### src/rtl/scrambler_frame_ctrl.sv
// Frame sequencer ahead of the bit-serial scrambler: sync word (bypassed),
// one-cycle seed load, then MSB-first scrambled payload bytes and a done pulse.
module scrambler_frame_ctrl #(
    parameter int                 SYNC_W    = 16,
    parameter logic [SYNC_W-1:0]  SYNC_WORD = 16'hF628,
    parameter int                 SEED_W    = 7,
    parameter logic [SEED_W-1:0]  SEED      = 7'h7F,
    parameter int                 LEN_W     = 8
) (
    input  logic              clk,
    input  logic              rst,
    input  logic              start,
    input  logic [LEN_W-1:0]  frame_len,
    input  logic [7:0]        din,
    input  logic              din_valid,
    output logic              din_ready,
    output logic              bit_out,
    output logic              bit_valid,
    output logic              scr_bypass,
    output logic              scr_en,
    output logic              scr_load,
    output logic [SEED_W-1:0] scr_seed,
    output logic              busy,
    output logic              done,
    output logic              underrun
);

    localparam int IDX_W = (SYNC_W > 1) ? $clog2(SYNC_W) : 1;

    typedef enum logic [2:0] {
        S_IDLE,
        S_SYNC,
        S_LOAD,
        S_PAYLOAD,
        S_DONE
    } state_t;

    state_t             state_q, state_d;
    logic [IDX_W-1:0]   idx_q, idx_d;
    logic [LEN_W-1:0]   rem_q, rem_d;
    logic [7:0]         shreg_q, shreg_d;
    logic [2:0]         bcnt_q, bcnt_d;
    logic               full_q, full_d;
    logic               underrun_q, underrun_d;

    logic               owed;
    logic               last_bit;
    logic               ready_int;
    logic               accept;

    // rem_q counts bytes still to be fetched, so "owed" is fetched < N.
    assign owed      = (rem_q != '0);
    assign last_bit  = full_q && (bcnt_q == 3'd0);
    assign ready_int = (state_q == S_LOAD) ||
                       ((state_q == S_PAYLOAD) && (!full_q || last_bit) && owed);
    assign accept    = din_valid && ready_int;

    always_ff @(posedge clk or negedge rst) begin
        if (!rst) begin
            state_q <= S_IDLE;
        end else begin
            state_q <= state_d;
        end
    end

    always_ff @(posedge clk or negedge rst) begin
        if (!rst) begin
            idx_q      <= '0;
            rem_q      <= '0;
            shreg_q    <= '0;
            bcnt_q     <= '0;
            full_q     <= 1'b0;
            underrun_q <= 1'b0;
        end else begin
            idx_q      <= idx_d;
            rem_q      <= rem_d;
            shreg_q    <= shreg_d;
            bcnt_q     <= bcnt_d;
            full_q     <= full_d;
            underrun_q <= underrun_d;
        end
    end

    always_comb begin
        state_d    = state_q;
        idx_d      = idx_q;
        rem_d      = rem_q;
        shreg_d    = shreg_q;
        bcnt_d     = bcnt_q;
        full_d     = full_q;
        underrun_d = underrun_q;
        case (state_q)
            S_IDLE: begin
                if (start) begin
                    rem_d      = frame_len;
                    underrun_d = 1'b0;
                    full_d     = 1'b0;
                    idx_d      = IDX_W'(SYNC_W - 1);
                    state_d    = S_SYNC;
                end
            end
            S_SYNC: begin
                idx_d = idx_q - 1'b1;
                if (idx_q == '0) begin
                    state_d = owed ? S_LOAD : S_DONE;
                end
            end
            S_LOAD: begin
                state_d = S_PAYLOAD;
            end
            S_PAYLOAD: begin
                if (full_q) begin
                    shreg_d = {shreg_q[6:0], 1'b0};
                    bcnt_d  = bcnt_q - 3'd1;
                    if (last_bit) begin
                        full_d = 1'b0;
                        if (!owed) begin
                            state_d = S_DONE;
                        end
                    end
                end else if (owed && !din_valid) begin
                    underrun_d = 1'b1;
                end
            end
            S_DONE: begin
                state_d = S_IDLE;
            end
            default: begin
                state_d = S_IDLE;
            end
        endcase
        // A byte accepted on the last bit refills the register with no gap.
        if (accept) begin
            shreg_d = din;
            bcnt_d  = 3'd7;
            full_d  = 1'b1;
            rem_d   = rem_q - 1'b1;
        end
    end

    always_comb begin
        bit_out    = 1'b0;
        bit_valid  = 1'b0;
        scr_bypass = 1'b0;
        scr_en     = 1'b0;
        scr_load   = 1'b0;
        done       = 1'b0;
        busy       = (state_q != S_IDLE);
        case (state_q)
            S_SYNC: begin
                bit_out    = SYNC_WORD[idx_q];
                bit_valid  = 1'b1;
                scr_bypass = 1'b1;
            end
            S_LOAD: begin
                scr_load = 1'b1;
            end
            S_PAYLOAD: begin
                if (full_q) begin
                    bit_out   = shreg_q[7];
                    bit_valid = 1'b1;
                    scr_en    = 1'b1;
                end
            end
            S_DONE: begin
                done = 1'b1;
            end
            default: begin
            end
        endcase
    end

    assign din_ready = ready_int;
    assign underrun  = underrun_q;
    assign scr_seed  = SEED;

endmodule
### config.mk
export PLATFORM = sky130hd
export DESIGN_NAME = scrambler_frame_ctrl
export DESIGN_NICKNAME = d
export VERILOG_FILES = /design/src/rtl/scrambler_frame_ctrl.sv
export SDC_FILE = /design/constraint.sdc
export NUM_CORES = 1
export LEC_CHECK = 0
export ABC_AREA = 1
export BUFFER_PORTS_ARGS = -buffer_cell sky130_fd_sc_hd__buf_4
export CAP_MARGIN = 40
export CORE_MARGIN = 4
export CORE_UTILIZATION = 30
export CTS_BUF_LIST = sky130_fd_sc_hd__clkbuf_2
export DETAILED_ROUTE_END_ITERATION = 6
export GPL_TIMING_DRIVEN = 0
export PLACE_DENSITY = 0.5
export SKIP_LAST_GASP = 1
export SLEW_MARGIN = 25
export SYNTH_ARGS = -nofsm -noshare
export SYNTH_HDL_FRONTEND = slang
export SYNTH_SLANG_ARGS = --single-unit
### constraint.sdc
create_clock -name clk -period 2 [get_ports clk]
set_input_delay 0.2 -clock clk [delete_from_list [all_inputs] [get_ports clk]]
set_output_delay 0.2 -clock clk [all_outputs]
set_load 0.005 [all_outputs]
==> impl_metrics.json, run 1 <==
{
  "status": "complete, no violations",
  "clock_skew_ns": 0.00936,
  "rsz0062_at_grt": "true",
  "dpl_cell_area_mm2": 0.00218,
  "cap_violations": 0,
  "setup_tns_ns": 0,
  "finalSetupViolations": 0,
  "finalCriticalPeriod_ns": 1.89,
  "dp_cells": 362,
  "synthesis.area_per_instance_um2": 7.31,
  "power_density_mw_per_mm2": 1390,
  "grt_pass1_vias": 1677,
  "vias_per_cell": 4.49,
  "netlist_area_mm2": 0.00186,
  "worst_slack_ns": 0.106,
  "p_comb_share_pct": 60.4,
  "drive_gt1_share_pct": 24.9,
  "htreeDepth": 1,
  "ys_async_sr_fraction_pct": 100,
  "ys_seq_area_share_pct": 37.7,
  "hold_viol_final": 0,
  "gr-usage-met2_pct": 22.5,
  "cts_root_buf": "clkbuf_2",
  "finish.instance_area_mm2": 0.00232,
  "core_area_mm2": 0.00596,
  "start_util_pct": 31.2,
  "die_x_um": 86.7,
  "synth_edf_count": 0,
  "cpPeakStageDelay_ns": 0.46,
  "dieHeight_um": 86.7,
  "wl_um": 4490,
  "final_net_count": 328,
  "busiest_layer": "met2",
  "crit_fanout": 5,
  "seqPwrFrac_pct": 32.8,
  "std_cell_rows": 28,
  "ir_drop_mv": 0.449,
  "grt_max_degree": 29,
  "power_mw": 3.22,
  "p_leak_nw": 1.20,
  "crit_slowest_cell": "dfrtp_1",
  "grt_util_met1_pct": 15.9,
  "internal_power_mw": 1.74,
  "port_buffers": 27,
  "required_ns": 1.80,
  "p_clk_share_pct": 6.9,
  "slew_viol_final": 0,
  "drc": 0,
  "numCtsBuffers": 3,
  "stdcell_count": 376,
  "yosys_warnings": 0,
  "grt_use_total_pct": 12.8,
  "p_sw_mw": 1.48,
  "clk_path_buf_depth": 2,
  "cp.buffers_inverters": 2,
  "p_sw_share_pct": 46.0,
  "synth_seq_cells": 28,
  "syn2layout_area_growth_pct": 25.2,
  "cts.clk_slew.worst_paths_ns": 0.28,
  "critPathCaptureType": "output port",
  "cp_top_family": "flip-flops",
  "synth_flop_cell": "dfrtp_1",
  "die-area_mm2": 0.00751,
  "syn_inst": 254,
  "antenna_found_initial": 0,
  "dpl.hpwl_um": 3300,
  "cp.arrival_ns": 1.69,
  "synth_cell_types": 33,
  "critPathLaunchType": "flop",
  "drtIter0Drc": 84,
  "grt_pass1_wl_um": 7690,
  "cts_tree": "done",
  "grt_overflow": 0,
  "insertedDiodeCount": 0,
  "pre_cts_slack_ns": 0.246,
  "hold_path_class": "in2reg",
  "use_met3_pct": 2.09,
  "wire_per_inst_um": 11.9,
  "crit_type": "reg2out",
  "io_pins": 36,
  "crit_chain": "inv_2 -> ha_4 -> nor2_1 -> nand2_1 -> a32o_1 -> buf_4",
  "fin_crit_sh_pct": 94.7,
  "vias": 1687,
  "cts.sinks": 28,
  "firstDrtPassIters": 4,
  "ant_nets": 0,
  "gp_congestion": 0.848,
  "clk_latency_ns": 0.37,
  "fmax_mhz": 528
}
-- cells in the final DEF, fill, tap and decap left out, drive strengths merged, types with 2 or more instances in the layout --
master / n
xor2: 3
clkbuf: 4
dlygate4sd3: 2
o21ai: 6
ha: 6
nand3b: 2
nand3: 45
dfrtp: 28
o21bai: 2
clkinv: 2
buf: 50
inv: 31
conb: 7
nor2: 28
a21oi: 5
o211ai: 2
nand2: 72
-- metal layers --
metal	wire length [um]	vias to the layer above
met2	2100	38
met5	0	-
met1	2110	759
met4	68	0
li1	-	884
met3	210	6
-- stage by stage --
step                      utilization [%]  hold WS [ns]
after floorplan                         -       -0.0956
after global placement               36.5         0.158
after detailed placement             36.5         0.159
after CTS                            37.4       0.00156
after global routing                 39.0       0.00169
final                                39.0        0.0304
-- layout make-up --
| cell class | count | area [um2] |
|---|---|---|
| timing repair buffer | 38 | 290 |
| tap | 75 | 93.8 |
| clock buffer | 3 | 15.0 |
| multi-input combinational | 184 | 986 |
| buffer | 15 | 114 |
| clock inverter | 1 | 3.75 |
| fill | 661 | 3630 |
| sequential | 28 | 702 |
| inverter | 32 | 120 |
-- power groups by stage --
stage	logic, mW	clock network, mW	registers [mW]
2_1_floorplan	1.31	0	1.01
3_3_place_gp	1.75	0	1.06
3_5_place_dp	1.78	0	1.07
4_1_cts	1.82	0.233	1.05
5_1_grt	2.24	0.264	1.10
6_report	1.95	0.221	1.06
-- synth_stat cells (3+ instances only) --
library cell   n  share of area (%)
nand2_1       68                 14
nand3_1       44                 12
inv_1         30                6.1
dfrtp_1       28                 38
nor2_1        25                5.1
buf_4          7                2.8
ha_1           6                4.0
a21oi_1        5                1.3
buf_2          4                1.1
o21ai_0        4                1.1
buf_6          3                1.8
xor2_1         3                1.4
-- worst paths after layout --
| path | from | to | slack [ns] | depth (start not counted) |
|---|---|---|---|---|
| max | idx_q[0] | bit_out | 0.11 | 6 |
| max in group asynchronous | rst | state_q[1] | 1.46 | 2 |
| min in group asynchronous | rst | idx_q[0] | 0.24 | 2 |
| min reg2reg | shreg_q[0] | shreg_q[0] | 0.54 | 2 |
| max reg2reg | bcnt_q[0] | shreg_q[2] | 0.19 | 12 |
| min | din[0] | shreg_q[0] | 0.03 | 3 |
-- what timing repair did --
action / in CTS / in global routing
setup buffers: 2 / 7
hold endpoints to repair: 28 / 1
endpoints found under the setup margin: 2 / 7
gates resized for setup: 4 / 11
hold buffers: 1 / 1
pin swaps: 2 / 3
-- logic make-up (layout without fill, tap and decap cells) --
kind of cell	count (synthesis)	in the layout	synth area share, %
buf+inv	48	89	13.2
fa+ha+maj	6	6	4.04
other cells	1	7	0.202
xor+xnor	4	4	1.89
compound gates	18	18	6.27
simple gates	149	149	36.7
flops	28	28	37.7
-- flip-flops by register name, indices dropped and copies added (netlist names) --
signal    flops
full_q        1
rem_q         8
shreg_q       8
idx_q         4
state_q       3
bcnt_q        3
underrun      1
-- worst register-to-register path, cell delays in order, from the launching register on --
cell and delay (ns):
dfrtp_1 0.45, inv_2 0.06, ha_2 0.19, ha_4 0.15
nor2_4 0.04, nor2_2 0.11, o21ai_2 0.07, nand2_4 0.10
buf_4 0.19, nand2_8 0.08, buf_8 0.16, nand2_1 0.06
nand3_1 0.08
No activity file was read; power rests on OpenSTA's default activity.
==> run 2, diff against run 1 <==
--- a/config.mk
+++ b/config.mk
@@ -10,7 +10,6 @@
 export CAP_MARGIN = 40
 export CORE_MARGIN = 4
 export CORE_UTILIZATION = 30
-export CTS_BUF_LIST = sky130_fd_sc_hd__clkbuf_2
 export DETAILED_ROUTE_END_ITERATION = 6
 export GPL_TIMING_DRIVEN = 0
 export PLACE_DENSITY = 0.5
==> constraint.sdc (replaced) <==
create_clock -name clk -period 1.8 [get_ports clk]
set_input_delay 0.18 -clock clk [delete_from_list [all_inputs] [get_ports clk]]
set_output_delay 0.18 -clock clk [all_outputs]
set_load 0.005 [all_outputs]
==> run 2 against run 1 <==
Sequential share of layout area shrank 0.54 points. Count of clock-buffer cells in the layout is 1 higher. Critical endpoint unchanged. Total power grew 17%. Final cell count is 0.27% lower.
==> impl_metrics.json, run 2 (synthesis gave the netlist of run 1 again) <==
{
  "min-delay-start": "frame_len[1]",
  "finalCriticalPeriod_ns": 1.73,
  "core_area_mm2": 0.00596,
  "critPathCaptureType": "output port",
  "vias_per_cell": 4.53,
  "cap_violations": 0,
  "cp_top_family": "flip-flops",
  "port_buffers": 27,
  "vias": 1700,
  "critPathLaunchType": "flop",
  "ir_drop_mv": 0.546,
  "hold_path_class": "in2reg",
  "slew_viol_final": 0,
  "crit_slowest_cell": "dfrtp_1",
  "crit_fanout": 5,
  "ant_nets": 0,
  "hold_slack_ns": 0.109,
  "dieHeight_um": 86.7,
  "crit_chain": "inv_2 -> ha_4 -> nor2_1 -> nand2_1 -> a32o_1 -> buf_4",
  "ff2ff_path_depth": 12,
  "layout_commonest_cell": "nand2_1",
  "fin_crit_sh_pct": 95.9,
  "grt_overflow": 0,
  "std_cell_rows": 28,
  "wire_per_inst_um": 12.3,
  "die_x_um": 86.7,
  "gr-usage-met2_pct": 22.5,
  "status": "complete, no violations",
  "pre_cts_slack_ns": 0.0463,
  "dpl.hpwl_um": 3300,
  "min_path_cells": 3,
  "syn2layout_area_growth_pct": 27.5,
  "reg_top3": "rem_q: 8 flops, shreg_q: 8 flops, idx_q: 4 flops",
  "r2r_setup_slack_ns": 0.09,
  "finish.instance_area_mm2": 0.00237,
  "grt_pass1_wl_um": 7820,
  "p_comb_share_pct": 58.1,
  "final_cell_mix": "nand2_1 (68), nand3_1 (44), buf_4 (42)",
  "drive_gt1_share_pct": 25.7,
  "nFillCells": 652,
  "start_util_pct": 31.2,
  "r2r_end": "shreg_q[2]",
  "finalSetupViolations": 0,
  "io_pins": 36,
  "r2r_start": "bcnt_q[1]",
  "use_met3_pct": 2.28,
  "grt_use_total_pct": 13.1,
  "required_ns": 1.62,
  "drc": 0,
  "clk_path_buf_depth": 2,
  "p_clk_share_pct": 10.6,
  "cpPeakStageDelay_ns": 0.41,
  "gp_congestion": 0.848,
  "htreeDepth": 1,
  "fmax_mhz": 579,
  "power_density_mw_per_mm2": 1600,
  "final_net_count": 327,
  "hold_viol_final": 0,
  "insertedDiodeCount": 0,
  "cp.buffers_inverters": 2,
  "drtIter0Drc": 83,
  "seqPwrFrac_pct": 31.3,
  "firstDrtPassIters": 5,
  "die-area_mm2": 0.00751,
  "post-route-util_pct": 39.7,
  "clk_latency_ns": 0.28,
  "cts_tree": "done",
  "grt_max_degree": 29,
  "worst_slack_ns": 0.0729,
  "grt_util_met1_pct": 16.7,
  "crit_type": "reg2out",
  "busiest_layer": "met2",
  "p_sw_mw": 1.68,
  "internal_power_mw": 2.10,
  "cts.sinks": 28,
  "holdPathEnd": "rem_q[1]",
  "cp.arrival_ns": 1.55,
  "antenna_found_initial": 0,
  "p_sw_share_pct": 44.5,
  "wl_um": 4600,
  "numCtsBuffers": 3,
  "cts.clk_slew.worst_paths_ns": 0.10,
  "clock_skew_ns": 0.00544,
  "cts_root_buf": "clkbuf_8",
  "dpl_cell_area_mm2": 0.00218,
  "p_leak_nw": 1.21,
  "grt_pass1_vias": 1700
}
[run 2: cell type report]
| type | count | area (um2) | area share [%] |
|---|---|---|---|
| Clock buffer | 4 | 55.1 | 2.33 |
| Multi-Input combinational cell | 184 | 998 | 42.2 |
| Inverter | 32 | 120 | 5.07 |
| Buffer | 15 | 114 | 4.81 |
| Sequential cell | 28 | 702 | 29.7 |
| Tap cell | 75 | 93.8 | 3.96 |
| Timing Repair Buffer | 37 | 284 | 12.0 |
[run 2: worst reg2reg max path, delay by kind of cell (launching register included)]
family                     cells  cell delay, ns
and+or+nand+nor                6            0.45
buffers and inverters          3            0.40
adders and majority gates      2            0.29
AOI/OAI and AO/OA              1            0.07
DFF                            1            0.38
[run 2: stage by stage]
stage,TNS (ns),total power [mW],std cells
2_1_floorplan,0,2.58,260
3_3_place_gp,0,3.13,362
6_report,0,3.78,375
4_1_cts,-0.00304,3.67,370
3_5_place_dp,0,3.16,362
5_1_grt,-0.0441,4.20,375
[run 2: power groups by stage]
| stage | registers, mW | logic, mW | clock network [mW] |
|---|---|---|---|
| 6_report | 1.18 | 2.19 | 0.401 |
| 4_1_cts | 1.17 | 2.08 | 0.416 |
| 3_5_place_dp | 1.19 | 1.97 | 0 |
| 2_1_floorplan | 1.13 | 1.45 | 0 |
| 5_1_grt | 1.23 | 2.52 | 0.455 |
| 3_3_place_gp | 1.18 | 1.95 | 0 |
[run 2: repair_timing]
action / in CTS / in global routing
hold buffers: 1 / 0
endpoints found under the setup margin: 2 / 22
hold endpoints to repair: 28 / 0
gates resized for setup: 7 / 11
pin swaps: 3 / 6
buffers inserted: 3 / 6
[run 2: per-layer routing]
layer	share of wire, %	routed length [um]
met5	0	0
met2	46	2130
met3	4.6	210
met1	48	2190
met4	1.5	68
[run 2: worst max-delay path by stage]
stage	cells past startpoint	slack [ns]	endpoint	from
floorplan	12	0.22	rem_q[2]	bcnt_q[0]
detailed placement	12	0.05	rem_q[5]	bcnt_q[0]
global placement	12	0.06	rem_q[4]	bcnt_q[0]
finish	6	0.07	bit_out	idx_q[0]
global route	13	-0.01	rem_q[6]	bcnt_q[0]
CTS	12	-0.003	shreg_q[2]	bcnt_q[0]
